[src/rtl/axis_to_vdma_adapter.sv]
// axis_to_vdma_adapter: converts an AXI4-Stream RGB565 pixel stream into the
// VDMA video-input strobes (vs_n / de / data).
//
// Each frame is repaired to exactly H_ACTIVE x V_ACTIVE pixels:
//   - short lines are padded with PAD_PIXEL
//   - long lines are truncated
//
// The stream's tready is a pure decode of registered state. Because of that,
// a start-of-frame beat cannot be refused on the cycle it is presented.
// Instead it is accepted and parked in a holding register. After the vsync
// pulse it is replayed as pixel 0 of the new frame from the FIRST state.
module axis_to_vdma_adapter #(
    parameter int          H_ACTIVE  = 800,
    parameter int          V_ACTIVE  = 480,
    parameter int          VS_PULSE  = 16,
    parameter logic [15:0] PAD_PIXEL = 16'h0000
) (
    input  logic        hclk,
    input  logic        hreset,
    input  logic        enable,
    input  logic [15:0] s_tdata,
    input  logic        s_tvalid,
    output logic        s_tready,
    input  logic        s_tlast,
    input  logic        s_tuser,
    output logic        vin_vs_n,
    output logic        vin_de,
    output logic [15:0] vin_data,
    output logic        err_short,
    output logic        err_long,
    output logic        err_sof,
    output logic [15:0] frame_count
);

    localparam int XW = (H_ACTIVE > 1) ? $clog2(H_ACTIVE) : 1;
    localparam int YW = (V_ACTIVE > 1) ? $clog2(V_ACTIVE) : 1;
    localparam int VW = (VS_PULSE > 1) ? $clog2(VS_PULSE) : 1;
    localparam logic [XW-1:0] X_LAST  = XW'(H_ACTIVE - 1);
    localparam logic [YW-1:0] Y_LAST  = YW'(V_ACTIVE - 1);
    localparam logic [VW-1:0] VS_LAST = VW'(VS_PULSE - 1);

    typedef enum logic [2:0] {
        ST_IDLE,
        ST_VSYNC,
        ST_FIRST,
        ST_ACTIVE,
        ST_PAD,
        ST_DROP
    } state_t;

    state_t        state_q, state_d;
    logic [XW-1:0] x_q, x_d;
    logic [YW-1:0] y_q, y_d;
    logic [VW-1:0] vs_cnt_q, vs_cnt_d;
    logic [15:0]   sof_data_q, sof_data_d;
    logic          sof_last_q, sof_last_d;
    logic          run_q;
    logic          vin_vs_n_q, vin_vs_n_d;
    logic          vin_de_q, vin_de_d;
    logic [15:0]   vin_data_q, vin_data_d;
    logic          err_short_q, err_short_d;
    logic          err_long_q, err_long_d;
    logic          err_sof_q, err_sof_d;
    logic [15:0]   frame_count_q, frame_count_d;

    logic          beat, sof_start, sof_restart, pix_fire, pix_last;
    logic          x_end, y_end, line_short, line_long, vs_done, eol;
    logic [15:0]   pix_data;

    // Decode this cycle's events, shared by next-state and datapath logic.
    // FIRST replays the parked SOF beat as if it had just been accepted.
    always_comb begin
        beat        = s_tvalid & s_tready;
        x_end       = (x_q == X_LAST);
        y_end       = (y_q == Y_LAST);
        vs_done     = (state_q == ST_VSYNC) && (vs_cnt_q == VS_LAST);
        sof_start   = beat && s_tuser && (state_q == ST_IDLE) && enable;
        sof_restart = beat && s_tuser &&
                      (((state_q == ST_ACTIVE) && ((x_q != '0) || (y_q != '0))) ||
                       (state_q == ST_DROP));
        pix_fire    = ((state_q == ST_ACTIVE) && beat && !sof_restart) ||
                      (state_q == ST_FIRST);
        pix_data    = (state_q == ST_FIRST) ? sof_data_q : s_tdata;
        pix_last    = (state_q == ST_FIRST) ? sof_last_q : s_tlast;
        line_short  = pix_fire && pix_last && !x_end;
        line_long   = pix_fire && !pix_last && x_end;
        eol         = (pix_fire && pix_last && x_end) ||
                      ((state_q == ST_PAD) && x_end) ||
                      ((state_q == ST_DROP) && beat && s_tlast && !sof_restart);
    end

    // Next-state logic; a start of frame wins over every other event.
    always_comb begin
        state_d = state_q;
        if (sof_start || sof_restart) begin
            state_d = ST_VSYNC;
        end else begin
            case (state_q)
                ST_VSYNC: if (vs_done) state_d = ST_FIRST;
                ST_FIRST,
                ST_ACTIVE,
                ST_PAD,
                ST_DROP: begin
                    if (eol)             state_d = y_end ? ST_IDLE : ST_ACTIVE;
                    else if (line_short) state_d = ST_PAD;
                    else if (line_long)  state_d = ST_DROP;
                    else if (state_q == ST_FIRST) state_d = ST_ACTIVE;
                end
                default: state_d = state_q;
            endcase
        end
    end

    // Counters, SOF holding register and next values of the registered outputs.
    always_comb begin
        x_d           = x_q;
        y_d           = y_q;
        vs_cnt_d      = vs_cnt_q;
        sof_data_d    = sof_data_q;
        sof_last_d    = sof_last_q;
        vin_vs_n_d    = (state_d != ST_VSYNC);
        vin_de_d      = 1'b0;
        vin_data_d    = vin_data_q;
        err_short_d   = 1'b0;
        err_long_d    = 1'b0;
        err_sof_d     = sof_restart;
        frame_count_d = frame_count_q;

        if (sof_start || sof_restart) begin
            x_d        = '0;
            y_d        = '0;
            vs_cnt_d   = '0;
            sof_data_d = s_tdata;
            sof_last_d = s_tlast;
        end

        if ((state_q == ST_VSYNC) && !vs_done) begin
            vs_cnt_d = vs_cnt_q + 1'b1;
        end

        if (pix_fire) begin
            vin_de_d    = 1'b1;
            vin_data_d  = pix_data;
            err_short_d = line_short;
            err_long_d  = line_long;
            if (!x_end) x_d = x_q + 1'b1;
        end

        if (state_q == ST_PAD) begin
            vin_de_d   = 1'b1;
            vin_data_d = PAD_PIXEL;
            if (!x_end) x_d = x_q + 1'b1;
        end

        if (eol) begin
            x_d = '0;
            if (y_end) begin
                y_d           = '0;
                frame_count_d = frame_count_q + 16'd1;
            end else begin
                y_d = y_q + 1'b1;
            end
        end
    end

    // Ready is decoded from registers only; run_q keeps it low while in reset.
    always_comb begin
        s_tready = run_q && ((state_q == ST_IDLE) || (state_q == ST_ACTIVE) ||
                             (state_q == ST_DROP));
    end

    // State and output registers; reset aborts any frame in progress at once.
    always_ff @(posedge hclk or posedge hreset) begin
        if (hreset) begin
            state_q       <= ST_IDLE;
            x_q           <= '0;
            y_q           <= '0;
            vs_cnt_q      <= '0;
            sof_data_q    <= '0;
            sof_last_q    <= 1'b0;
            run_q         <= 1'b0;
            vin_vs_n_q    <= 1'b1;
            vin_de_q      <= 1'b0;
            vin_data_q    <= '0;
            err_short_q   <= 1'b0;
            err_long_q    <= 1'b0;
            err_sof_q     <= 1'b0;
            frame_count_q <= '0;
        end else begin
            state_q       <= state_d;
            x_q           <= x_d;
            y_q           <= y_d;
            vs_cnt_q      <= vs_cnt_d;
            sof_data_q    <= sof_data_d;
            sof_last_q    <= sof_last_d;
            run_q         <= 1'b1;
            vin_vs_n_q    <= vin_vs_n_d;
            vin_de_q      <= vin_de_d;
            vin_data_q    <= vin_data_d;
            err_short_q   <= err_short_d;
            err_long_q    <= err_long_d;
            err_sof_q     <= err_sof_d;
            frame_count_q <= frame_count_d;
        end
    end

    assign vin_vs_n    = vin_vs_n_q;
    assign vin_de      = vin_de_q;
    assign vin_data    = vin_data_q;
    assign err_short   = err_short_q;
    assign err_long    = err_long_q;
    assign err_sof     = err_sof_q;
    assign frame_count = frame_count_q;

endmodule

[config.mk]
export PLATFORM = sky130hd
export DESIGN_NAME = axis_to_vdma_adapter
export DESIGN_NICKNAME = d
export VERILOG_FILES = /design/src/rtl/axis_to_vdma_adapter.sv
export SDC_FILE = /design/constraint.sdc
export NUM_CORES = 1
export LEC_CHECK = 0
export CAP_MARGIN = 20
export CORE_UTILIZATION = 51
export CTS_BUF_LIST = sky130_fd_sc_hd__clkbuf_4
export CTS_CLUSTER_DIAMETER = 120
export DETAILED_ROUTE_END_ITERATION = 7
export GPL_TIMING_DRIVEN = 0
export PLACE_DENSITY = 0.76
export SYNTH_ARGS = -nofsm -noshare
export SYNTH_HDL_FRONTEND = slang
export SYNTH_SLANG_ARGS = --single-unit
[constraint.sdc]
create_clock -name hclk -period 2.4 [get_ports hclk]
set_input_delay 0.48 -clock hclk [delete_from_list [all_inputs] [get_ports hclk]]
set_output_delay 0.48 -clock hclk [all_outputs]
set_load 0.05 [all_outputs]
==> results of run 1 <==
==> Yosys cell counts (2+ instances only) <==
cell / instances / area [um2]
o31ai_1: 4 / 30.0
a211oi_1: 5 / 37.5
xor2_1: 9 / 78.8
nor3b_1: 4 / 30.0
and2_1: 3 / 18.8
nand4_1: 5 / 31.3
o21bai_1: 2 / 15.0
clkbuf_1: 12 / 45.0
xnor2_1: 11 / 96.3
buf_1: 2 / 7.51
a31oi_1: 5 / 31.3
nand3_1: 19 / 95.1
buf_6: 2 / 22.5
nor4_1: 4 / 25.0
nor2_1: 21 / 78.8
o21ai_0: 30 / 150
nand2_1: 47 / 176
nand2b_1: 2 / 12.5
a21o_1: 2 / 15.0
ha_1: 6 / 75.1
o22ai_1: 2 / 12.5
a21oi_1: 14 / 70.1
a22o_1: 2 / 17.5
and4_1: 2 / 17.5
nor4_4: 2 / 42.5
nor4bb_1: 3 / 30.0
and3_1: 6 / 37.5
a22oi_1: 16 / 120
inv_1: 13 / 48.8
mux2i_1: 2 / 20.0
nand4b_1: 3 / 26.3
nor3_1: 9 / 45.0
dfrtp_1: 80 / 2000
mux2_2: 20 / 225
==> worst max-delay path: cells and delay by family, from the launching register on <==
| kind | cells | cell delay (ns) |
|---|---|---|
| simple gates | 3 | 0.75 |
| compound gates | 3 | 0.67 |
| flops | 1 | 0.47 |
| buf+inv | 3 | 0.43 |
| fa+ha+maj | 1 | 0.12 |
==> final timing paths <==
kind                                   end  slack [ns]
max                                 y_q[8]       -0.12
min                        frame_count[15]        0.48
max reg2reg                         y_q[8]       -0.12
min reg2reg                frame_count[15]        0.48
max in group asynchronous  frame_count[12]        1.20
min in group asynchronous           x_q[3]        0.54
==> cell type report <==
class                      instances  area, um2
multi-input combinational        281       2260
buffer                            15        113
timing repair buffer              93        915
tap                               99        124
clock buffer                       9       67.6
inverter                          13       52.6
fill                             463       1740
sequential                        81       2030
clock inverter                     7       98.8
==> kinds of logic (layout without fill, tap and decap cells) <==
logic type                 after synthesis  count (layout)  share of synthesized area
AOI/OAI and AO/OA                       91              91                      0.148
xor gates and xnor gates                20              20                     0.0437
adders and majority gates                6               6                     0.0187
buffers and inverters                   30             137                     0.0321
DFF                                     81              81                      0.506
muxes                                   22              22                     0.0611
other                                    1               1                   0.000935
and+or+nand+nor                        141             141                      0.190
==> cells in the final DEF, fill, tap and decap left out, drive strengths merged, types with 3 or more instances in the layout <==
| master | synthesis | routed |
|---|---|---|
| inv | 13 | 15 |
| xnor2 | 11 | 11 |
| clkdlybuf4s50 | 0 | 58 |
| clkbuf | 12 | 19 |
| a22oi | 16 | 16 |
| o21ai | 30 | 30 |
| and3 | 6 | 6 |
| mux2 | 20 | 20 |
| nor4bb | 3 | 3 |
| nor3b | 5 | 5 |
| nor2 | 21 | 21 |
| nand4 | 5 | 5 |
| dfrtp | 80 | 80 |
| and2 | 4 | 4 |
| xor2 | 9 | 9 |
| nor3 | 9 | 9 |
| nand4b | 3 | 3 |
| nand2b | 3 | 3 |
| ha | 6 | 6 |
| a21oi | 14 | 14 |
| nand3 | 19 | 19 |
| o31ai | 5 | 5 |
| a31oi | 5 | 5 |
| nand2 | 47 | 47 |
| buf | 5 | 40 |
| a211oi | 5 | 5 |
| nor4 | 6 | 6 |
==> repair_timing <==
action,in CTS,in global routing
cloned,0,3
pin swaps,15,29
setup endpoints to repair,76,74
gates resized for setup,45,80
buffers inserted,16,14
endpoints found under the hold margin,0,0
==> routing by layer <==
layer / GRT usage / part of all wire / vias up
met2: 0.402 / 0.50 / 145
met3: 0.0387 / 0.061 / 39
li1: - / - / 1622
met4: 0.0847 / 0.031 / 0
met5: 0 / 0 / -
met1: 0.315 / 0.41 / 1734
==> power by group through the flow <==
stage	sequential, mW	clock, mW	combinational (mW)
CTS	1.93	0.945	1.28
floorplan	2.37	0	0.405
finish	1.97	0.937	1.37
global placement	1.94	0	1.22
detailed placement	1.95	0	1.26
global route	2.00	0.998	1.48
==> registers in the layout, indices dropped and copies added, names as in the netlist, 3 cells and up <==
| signal | cells |
|---|---|
| frame_count | 16 |
| sof_data_q | 16 |
| vin_data | 16 |
| x_q | 10 |
| y_q | 9 |
| vs_cnt_q | 4 |
| state_q | 3 |
==> run metrics, run 1 <==
failing checks=setup timing; crit path from=x_q[1]; CTS max path bufs=2; placed wire-length estimate=6160 um; Switching Fraction=0.365; worst slew pin tran=0.845 ns; status=finished with violations; Power Internal=2.72 mW; first-pass GRT wire length=around 16000 um; setup_tns=-3.21 ns; Nets=522; dpl ws=-0.611 ns; Syn Area/Cell=approximately 10 um2; setup ws final=-0.115 ns; TritonCTS Buffers=9; Post-CTS Hold Buffers=0; Worst Path Required=approximately 2.7 ns; Final GP Congestion=between 0.8 and 0.9; IO Port Bufs=59; largest net degree at the start of global routing=44; routed wire length=10400 um; cell breakdown of the critical path=inv_2 > ha_4 > nor4bb_4 > and4_4 > a21oi_4 > buf_6 > o31ai_4 > buf_4 > nand3_1 > o31ai_1; io pins=60; register area share after synthesis=0.506; fin crit period=2.52 ns; class of the worst hold path=reg -> reg; Crit path largest cell delay=0.47 ns; clock skew=0.0213 ns; Min-Delay Startpoint=frame_count[15]; Detail Route Antenna Nets=0; number of synthesized flops with an enable pin=0; Site Rows=31; total power draw=4.27 mW; DRC=0; Clk pin slew, worst setup/hold paths=~0.13 ns; placed inst area=between 4000 and 5000 um2; Final Cycle Share=1.05; detail-routed via count per cell=5.92; final cell count without fillers=598; total number of vias=3540; Design Area, Final=between 5000 and 6000 um2; WS Path Type=reg -> reg; clock root buffer=clkbuf_4; Sequential Power Share=0.460; f_max=around 400 MHz; Fin Hold WS=0.482 ns; leakage=2.53 nW; Iter 0 DRT Violations=about 160; Mapped Area=4010 um2; P per Cell Area=754 nW/um2; crit path max fanout=4; startpoint types=flip-flop; H-tree lvl count=3; Synth Register Bits=81; worst hold path depth=1; die area=a little over 8000 um2; Die Span Y=between 90 and 100 um; P&R area growth vs syn=41.2%; Clk Latency, worst-skew pair=roughly 0.44 ns; ys async rst share=1.00; synthesized net count=420; Clk pwr share=0.219; remaining global-route overflow=0; Critical Path Slowest Stage Cell=dfrtp_1; Syn Inst Count=392; Unique masters post-synth=57; Initial Utilization=0.541; worst path arrival time=2.85 ns; crit end category=flip-flop; Switch Pwr=between 1.5 and 2 mW; CTS sink cnt=81; number of global-route vias before repair=around 3300; mean routed wirelength per cell=17.4 um; Core ar.=7410 um2; synth warn=0; power share of the combinational group=0.321; Total GRT Usage=0.240; initial antenna violation count=0; Critical R2R Launch=x_q[1]; r2r worst-path depth=10; RSZ-0062 raised after global routing=yes; CTS tree=built; DR pass1 iterations=6; Max Cap Viol=0; Core Util, Final=0.765; Main synth FF type=dfrtp_1; Die W=a little over 90 um; Worst slew margin=0.435; Cells after DPL=around 550; Fin. Hold Viols=0; share of layout cells above drive strength 1=0.293; # diodes=0; VDD IR max=a little under 0.7 mV; max-slew violation count=0; final setup vio count=47
(Power assumes the default switching activity.)
==> run 2: changes to the inputs <==
SKIP_CTS_REPAIR_TIMING = 1   (was not set)
==> run 2 against run 1 <==
  * The flow still finishes with violations (setup timing)
  * Core utilization decreased by 3.3 points
  * Die area unchanged
  * Clock power decreased by 1%
  * Non-clock buffer count decreased by 4
  * Combinational power decreased by 4%
  * Sequential power about the same
  * Clock skew decreased by 0.0026 ns
  * Register-to-register slack got worse by 0.13 ns
  * Total power decreased by 1.9%
  * Maximum frequency decreased by 5.1%
  * Critical path type unchanged
  * Largest cell class unchanged
==> run metrics, run 2 (same netlist as run 1, synthesis figures left out) <==
DR pass1 iterations=5 (-1); P&R area growth vs syn=35.2%; Cells after DPL=551 (unchanged); commonest non-fill, non-tap cell in the layout=dfrtp_1; share of layout cells above drive strength 1=0.253 (-0.0401); VDD IR max=0.683 mV (-0.47%); RR Endpoint=frame_count[9]; final cell count without fillers=594 (-0.67%); most frequent cells in the layout=dfrtp_1, clkdlybuf4s50_1, nand2_1; Fin. Hold Viols=0 (unchanged); largest net degree at the start of global routing=44 (unchanged); Iter 0 DRT Violations=169 (+4.3%); Critical R2R Launch=x_q[6]; # diodes=0 (unchanged); Worst Path Required=2.72 ns (-0.02 ns); Switch Pwr=1.51 mW (-3.2%); setup ws final=-0.250 ns (-0.134 ns); Sequential Power Share=0.464 (+0.004); RSZ-0062 raised after global routing=yes; worst path arrival time=2.97 ns (+0.12 ns); Hold Path End=frame_count[15]; final setup vio count=31 (-34%); Die W=90.7 um (unchanged); CTS tree=built; r2r setup slk=-0.25 ns (-0.13 ns); CTS max path bufs=2 (unchanged); Core ar.=7410 um2 (unchanged); Detail Route Antenna Nets=0 (unchanged); IO Port Bufs=59 (unchanged); H-tree lvl count=3 (unchanged); clock root buffer=clkbuf_4; Power Internal=2.69 mW (-1.1%); Final GP Congestion=0.883 (unchanged); class of the worst hold path=reg -> reg; Max Cap Viol=0 (unchanged); Switching Fraction=0.360 (-0.00488); r2r worst-path depth=10 (unchanged); crit path max fanout=6 (+2); max-slew violation count=0 (unchanged); P per Cell Area=774 nW/um2 (+2.6%); first-pass GRT wire length=15100 um (-4.8%); power share of the combinational group=0.315 (-0.006); remaining global-route overflow=0 (unchanged); fin crit period=2.65 ns (+0.134 ns); Clk pwr share=0.221 (+0.002); crit end category=flip-flop; die area=8220 um2 (unchanged); WS Path Type=reg -> reg; Worst slew margin=0.431 (-0.00429); failing checks=setup timing; Min-Delay Startpoint=frame_count[15]; Clk pin slew, worst setup/hold paths=0.13 ns (about the same); detail-routed via count per cell=5.77 (-2.6%); status=finished with violations; DRC=0 (unchanged); startpoint types=flip-flop; Clk Latency, worst-skew pair=0.43 ns (about the same); io pins=60 (unchanged); leakage=2.42 nW (-4.2%); total number of vias=3426 (-3.2%); routed wire length=9740 um (-6.3%); mean routed wirelength per cell=16.4 um (-5.7%); worst hold path depth=1 (unchanged); worst slew pin tran=0.852 ns (+0.00643 ns); f_max=377 MHz (-5.1%); clock skew=0.0187 ns (-0.00257 ns); Fin Hold WS=0.487 ns (+0.00512 ns); placed wire-length estimate=6160 um (unchanged); Final Cycle Share=1.10 (+0.0560); Nets=518 (-0.77%); Die Span Y=90.7 um (unchanged); initial antenna violation count=0 (unchanged); number of global-route vias before repair=3199 (-4.3%); CTS sink cnt=81 (unchanged); dpl ws=-0.611 ns (unchanged); TritonCTS Buffers=9 (unchanged); setup_tns=-3.44 ns (-0.229 ns); Site Rows=31 (unchanged); Total GRT Usage=0.228 (-0.0124); Initial Utilization=0.541 (unchanged)
## run 2: per-layer routing
layer,part of all wire,GRT usage,wire length (um)
met4,0.016,0.0820,154
met2,0.50,0.372,4900
met1,0.43,0.306,4230
met5,0,0,0
met3,0.046,0.0354,450
## run 2: how the worst max path moves through the flow
stage	from	cells past startpoint	endpoint
final	x_q[6]	10	frame_count[9]
after global routing	x_q[0]	11	frame_count[9]
after CTS	x_q[0]	8	sof_last_q
after detailed placement	x_q[0]	8	sof_data_q[9]
after global placement	x_q[0]	8	sof_data_q[7]
after floorplan	x_q[0]	10	y_q[3]
## run 2: worst max-delay path: stages, from the launching register on
cell and delay (ns):
dfrtp_2 0.46, or3_4 0.42, nor4_4 0.25, buf_4 0.20, nand2b_4 0.08, o31a_1 0.29, buf_6 0.14, nor4_4 0.29
buf_4 0.19, nand3_1 0.10, xnor2_1 0.15
## run 2: per-stage QoR
step	cell area (um2)	util	total power [mW]
after floorplan	4030	-	2.77
after global placement	4740	0.640	3.16
after detailed placement	4760	0.643	3.21
after CTS	4930	0.665	4.13
after global routing	5420	0.732	4.40
final	5420	0.732	4.19
## run 2: power groups by stage
stage          clock [mW]  sequential (mW)  combinational (mW)
4_1_cts             0.945             1.93                1.26
3_5_place_dp            0             1.95                1.26
2_1_floorplan           0             2.37               0.405
5_1_grt              1.00             1.99                1.41
3_3_place_gp            0             1.94                1.22
6_report            0.928             1.95                1.32
## run 2: layout make-up
class                           count  area, um2
Buffer                             16        118
Clock buffer                        9       67.6
Clock inverter                      7       98.8
Fill cell                         530       1990
Inverter                           13       52.6
Multi-Input combinational cell    281       2060
Sequential cell                    81       2030
Tap cell                           99        124
Timing Repair Buffer               88        872
==> RTL edit 1 (settings of run 1) <==
Re-encode `state_t` (6 states) as one-hot, 6 bits wide.
--- a/src/rtl/axis_to_vdma_adapter.sv
+++ b/src/rtl/axis_to_vdma_adapter.sv
@@ -39,13 +39,13 @@
     localparam logic [YW-1:0] Y_LAST  = YW'(V_ACTIVE - 1);
     localparam logic [VW-1:0] VS_LAST = VW'(VS_PULSE - 1);
 
-    typedef enum logic [2:0] {
-        ST_IDLE,
-        ST_VSYNC,
-        ST_FIRST,
-        ST_ACTIVE,
-        ST_PAD,
-        ST_DROP
+    typedef enum logic [5:0] {
+        ST_IDLE   = 6'b000001,
+        ST_VSYNC  = 6'b000010,
+        ST_FIRST  = 6'b000100,
+        ST_ACTIVE = 6'b001000,
+        ST_PAD    = 6'b010000,
+        ST_DROP   = 6'b100000
     } state_t;
 
     state_t        state_q, state_d;
Formal check against the unedited RTL: no difference found for any inputs over 10 cycles, from zero or initial values and one cycle with hreset high; not proved beyond that.
==> RTL edit 1 against run 1 <==
- the run still ends with negative setup slack left
- setup slack lost 0.14 ns
- cell area grew 13%
- clock skew shrank 0.00087 ns
- routed wire length grew 20%
- count of clock-buffer cells in the layout is the same
- synthesized cell count grew 17%
- final cell count grew 14%
- area after synthesis grew 8.7%
- sequential cell count grew 3
- sequential share of layout area shrank 2.9 points
- non-clock buffer count grew 13
- hold slack lost 0.17 ns
Power is not compared: it rests on default switching activity, and its combinational part moved more than twofold at a synthesized area within 25%.
==> RTL edit 1: results (changes against run 1) <==
status - finished, violations left
failing checks - negative setup slack
R2R depth - 8 (-2)
Final Routed Wirelength - 12,490 um (+20%)
1st-iter DRT viols - 333 (+110%)
Vias per Instance - 5.950 (+0.52%)
Post-synth top cells - nand2_1, dfrtp_1, nor2_1
fin worst setup slack - -0.2534 ns (-0.1381 ns)
Synth area leaders - dfrtp_1, nand2_1, mux2i_1
storage element area - 2106 um^2 (+3.7%)
setup violators final - 60 (+28%)
met1 Track Usage GR - 35.54% (+4.1 points)
final net count - 601 (+15%)
vias in the first global route - 3,844 (+15%)
Inverters excl. clock - 11 (-2)
worst slack, placed - -0.6881 ns (-0.07707 ns)
Hold WS - 0.3093 ns (-0.1727 ns)
DP HPWL - 7303 um (+19%)
seq_cells - 84 (+3.7%)
clock-cell share of area - 2.372% (-0.57 points)
sequential share of the synthesized area - 48.28% (-2.3 points)
library cells used by synthesis - 62 (+8.8%)
Signal buf overhead - 19.05% (+0.92 points)
crit-path max cell delay - 0.43 ns (-0.04 ns)
CTS clk-pin slew, worst paths - 0.16 ns (+0.03 ns)
R2R Path End - vs_cnt_q[1]$_DFFE_PP0P_
final setup skew - 0.02041 ns (-0.0008672 ns)
worst slew pin tran - 1.127 ns (+0.2818 ns)
Sum Neg Setup Slack - -9.852 ns (-6.640 ns)
largest net degree at the start of global routing - 41 (-6.8%)
GR Util met3 - 3.865% (-0.0073 points)
layout cells sized above 1 - 31.14% (+1.9 points)
GRT Total Usage - 26.46% (+2.5 points)
Layout fillers - 525 (+13%)
Arrival @ worst endpoint - 2.99 ns (+0.14 ns)
[RTL edit 1: kinds of logic after synthesis]
family	synth area share [%]
XOR/XNOR	4.018
AO/OA/AOI/OAI	14.70
AND/OR/NAND/NOR	23.08
buffers and inverters	2.727
flip-flops	48.28
adder cells (fa/ha/maj)	1.722
multiplexers	5.396
other	0.08603
[RTL edit 1: what timing repair did]
item | in CTS | in global routing
endpoints found under the setup margin | 81 | 79
setup buffers | 19 | 21
pin swaps | 32 | 25
gates cloned | 1 | 2
gates resized for setup | 91 | 79
[RTL edit 1: stage by stage]
stage	total power [mW]	cells	instance area [um^2]	util, %
2_1_floorplan	1.478	459	4410	-
3_3_place_gp	1.530	623	5132	62.15
3_5_place_dp	1.538	625	5172	62.64
4_1_cts	2.393	660	5856	70.91
6_report	2.400	683	6384	77.30
5_1_grt	2.480	683	6384	77.30
==> RTL edit 2 (settings of run 1) <==
Without the edit above. `H_ACTIVE`: 800 -> 1600.
--- a/src/rtl/axis_to_vdma_adapter.sv
+++ b/src/rtl/axis_to_vdma_adapter.sv
@@ -10,7 +10,7 @@
 // Instead it is accepted and parked in a holding register. After the vsync
 // pulse it is replayed as pixel 0 of the new frame from the FIRST state.
 module axis_to_vdma_adapter #(
-    parameter int          H_ACTIVE  = 800,
+    parameter int          H_ACTIVE  = 1600,
     parameter int          V_ACTIVE  = 480,
     parameter int          VS_PULSE  = 16,
     parameter logic [15:0] PAD_PIXEL = 16'h0000
Formal check against the unedited RTL: no difference found for any inputs over 10 cycles, from zero or initial values and one cycle with hreset high; that may be too few to reach the edited logic, so the function may still have changed.
==> RTL edit 2 against run 1 <==
- the flow still finishes with violations (negative setup slack)
- setup slack got worse by 0.33 ns
- maximum frequency decreased by 12%
- largest cell class unchanged
- sequential cell count increased by 1
- routed wire length increased by 20%
- area after synthesis increased by 2.6%
- synthesized cell count increased by 7.9%
- cell area increased by 8.7%
Power is not compared: it rests on default switching activity, and its combinational part moved more than twofold at a synthesized area within 25%.
==> RTL edit 2: results (changes against run 1) <==
status - finished, violations left
failing checks - negative setup slack
Hold Crit Class - in2async
final net count - 576 (+10%)
critical path fanouts, max - 7 (+3)
seq_cells - 82 (+1.2%)
Synth area leaders - dfrtp_1, nand2_1, mux2_2
WL met3 - 803 um (+26%)
metal2 WL - 6315 um (+21%)
GR Util met3 - 4.229% (+0.36 points)
first-pass GRT wire length - 17,140 um (+8.1%)
Placer Congestion - 0.8906 (+0.92%)
vias in the first global route - 3,572 (+6.9%)
syn_area_per_cell - 9.729 um^2 (-4.9%)
library cells used by synthesis - 55 (-3.5%)
Vias per Instance - 5.944 (+0.40%)
placed insts - 586 (+6.4%)
met1 wire length - 4940 um (+17%)
DP HPWL - 6634 um (+7.6%)
Hold WS - 0.3348 ns (-0.1472 ns)
Buffers excl. clock - 128 (+19%)
largest net degree at the start of global routing - 42 (-4.5%)
R2R depth - 9 (-1)
R2R Path End - vs_cnt_q[3]$_DFFE_PP0P_
worst slack, placed - -0.9617 ns (-0.3507 ns)
sequential share of the synthesized area - 49.89% (-0.67 points)
die width - 91.83 um (+1.3%)
Synth Net Count - 451 (+7.4%)
Post-synth top cells - dfrtp_1, nand2_1, o21ai_0
fin worst setup slack - -0.4474 ns (-0.3321 ns)
grt met2 use - 43.55% (+3.3 points)
Multi-Input Combinational - 316 (+12%)
final setup skew - 0.02149 ns (+0.0002188 ns)
area of the multi-input gates - 2425 um^2 (+7.1%)
Cell Area, Placed - 4881 um^2 (+2.5%)
Arrival @ worst endpoint - 3.18 ns (+0.33 ns)
Layout fillers - 461 (-0.43%)
Cell Count, Final, Fillers Out - 655 (+9.5%)
multi-input combinational area share - 39.37% (-0.61 points)
Signal buf overhead - 21.86% (+3.7 points)
GRT Total Usage - 26.29% (+2.3 points)
layout cells sized above 1 - 35.62% (+6.4 points)
met1 Track Usage GR - 33.55% (+2.1 points)
clock-cell share of area - 2.600% (-0.34 points)
postcts setup bufs - 37 (+21)
Power per Cell Area - 1032 nW/um^2
setup violators final - 75 (+60%)
RR Startpoint - x_q[7]$_DFF_PP0_
1st-iter DRT viols - 257 (+59%)
worst slew pin tran - 0.5683 ns (-0.2769 ns)
Sum Neg Setup Slack - -10.08 ns (-6.870 ns)
Inverters excl. clock - 11 (-2)
DR WL/cell - 19.11 um (+9.9%)
First-pass DRT Iterations - 5 (-1)
post-CTS sizing - 111 (+150%)
[RTL edit 2: changes by cell type in the layout (fill, tap and decap cells not counted), sizes merged, moves of 3 or more]
| cell | before | now |
|---|---|---|
| buf | 40 | 59 |
| nand2 | 47 | 66 |
| nor2 | 21 | 38 |
| a22oi | 16 | 0 |
| o21ai | 30 | 42 |
| a21oi | 14 | 24 |
| and3 | 6 | 14 |
| a211oi | 5 | 1 |
| inv | 15 | 11 |
| nand3 | 19 | 15 |
| nand4b | 3 | 0 |
| nor4bb | 3 | 0 |
[RTL edit 2: critical path, cell delays in order, from the launching register on]
cell and delay, ns:
dfrtp_1 0.48, or3_4 0.38, nor4_4 0.41, a31oi_4 0.19, nor3_4 0.27, buf_4 0.17, nand2_4 0.09, a31oi_4 0.28
o221ai_4 0.17, a211o_1 0.30
[RTL edit 2: how the worst max path moves through the flow]
stage                            start                          end  slack, ns  cells after the start
floorplan           y_q[6]$_DFFE_PP0P_  frame_count[14]$_DFFE_PP0P_      -0.24                      8
global placement              s_tvalid      vs_cnt_q[3]$_DFFE_PP0P_      -0.96                      9
detailed placement            s_tvalid      vs_cnt_q[3]$_DFFE_PP0P_      -0.96                      9
CTS                 y_q[6]$_DFFE_PP0P_  frame_count[14]$_DFFE_PP0P_      -0.34                      8
global route          x_q[7]$_DFF_PP0_      vs_cnt_q[2]$_DFFE_PP0P_      -0.58                      9
finish                x_q[7]$_DFF_PP0_      vs_cnt_q[3]$_DFFE_PP0P_      -0.45                      9
[RTL edit 2: kinds of logic (layout without fill, tap and decap cells)]
kind of cell	after synthesis	in the layout	synth area share, %
flops	82	82	49.89
buf+inv	25	155	2.523
xor+xnor	20	20	4.257
other cells	1	1	0.09113
fa+ha+maj	6	6	1.824
mux	20	20	5.443
simple gates	176	176	21.95
compound gates	93	93	14.02
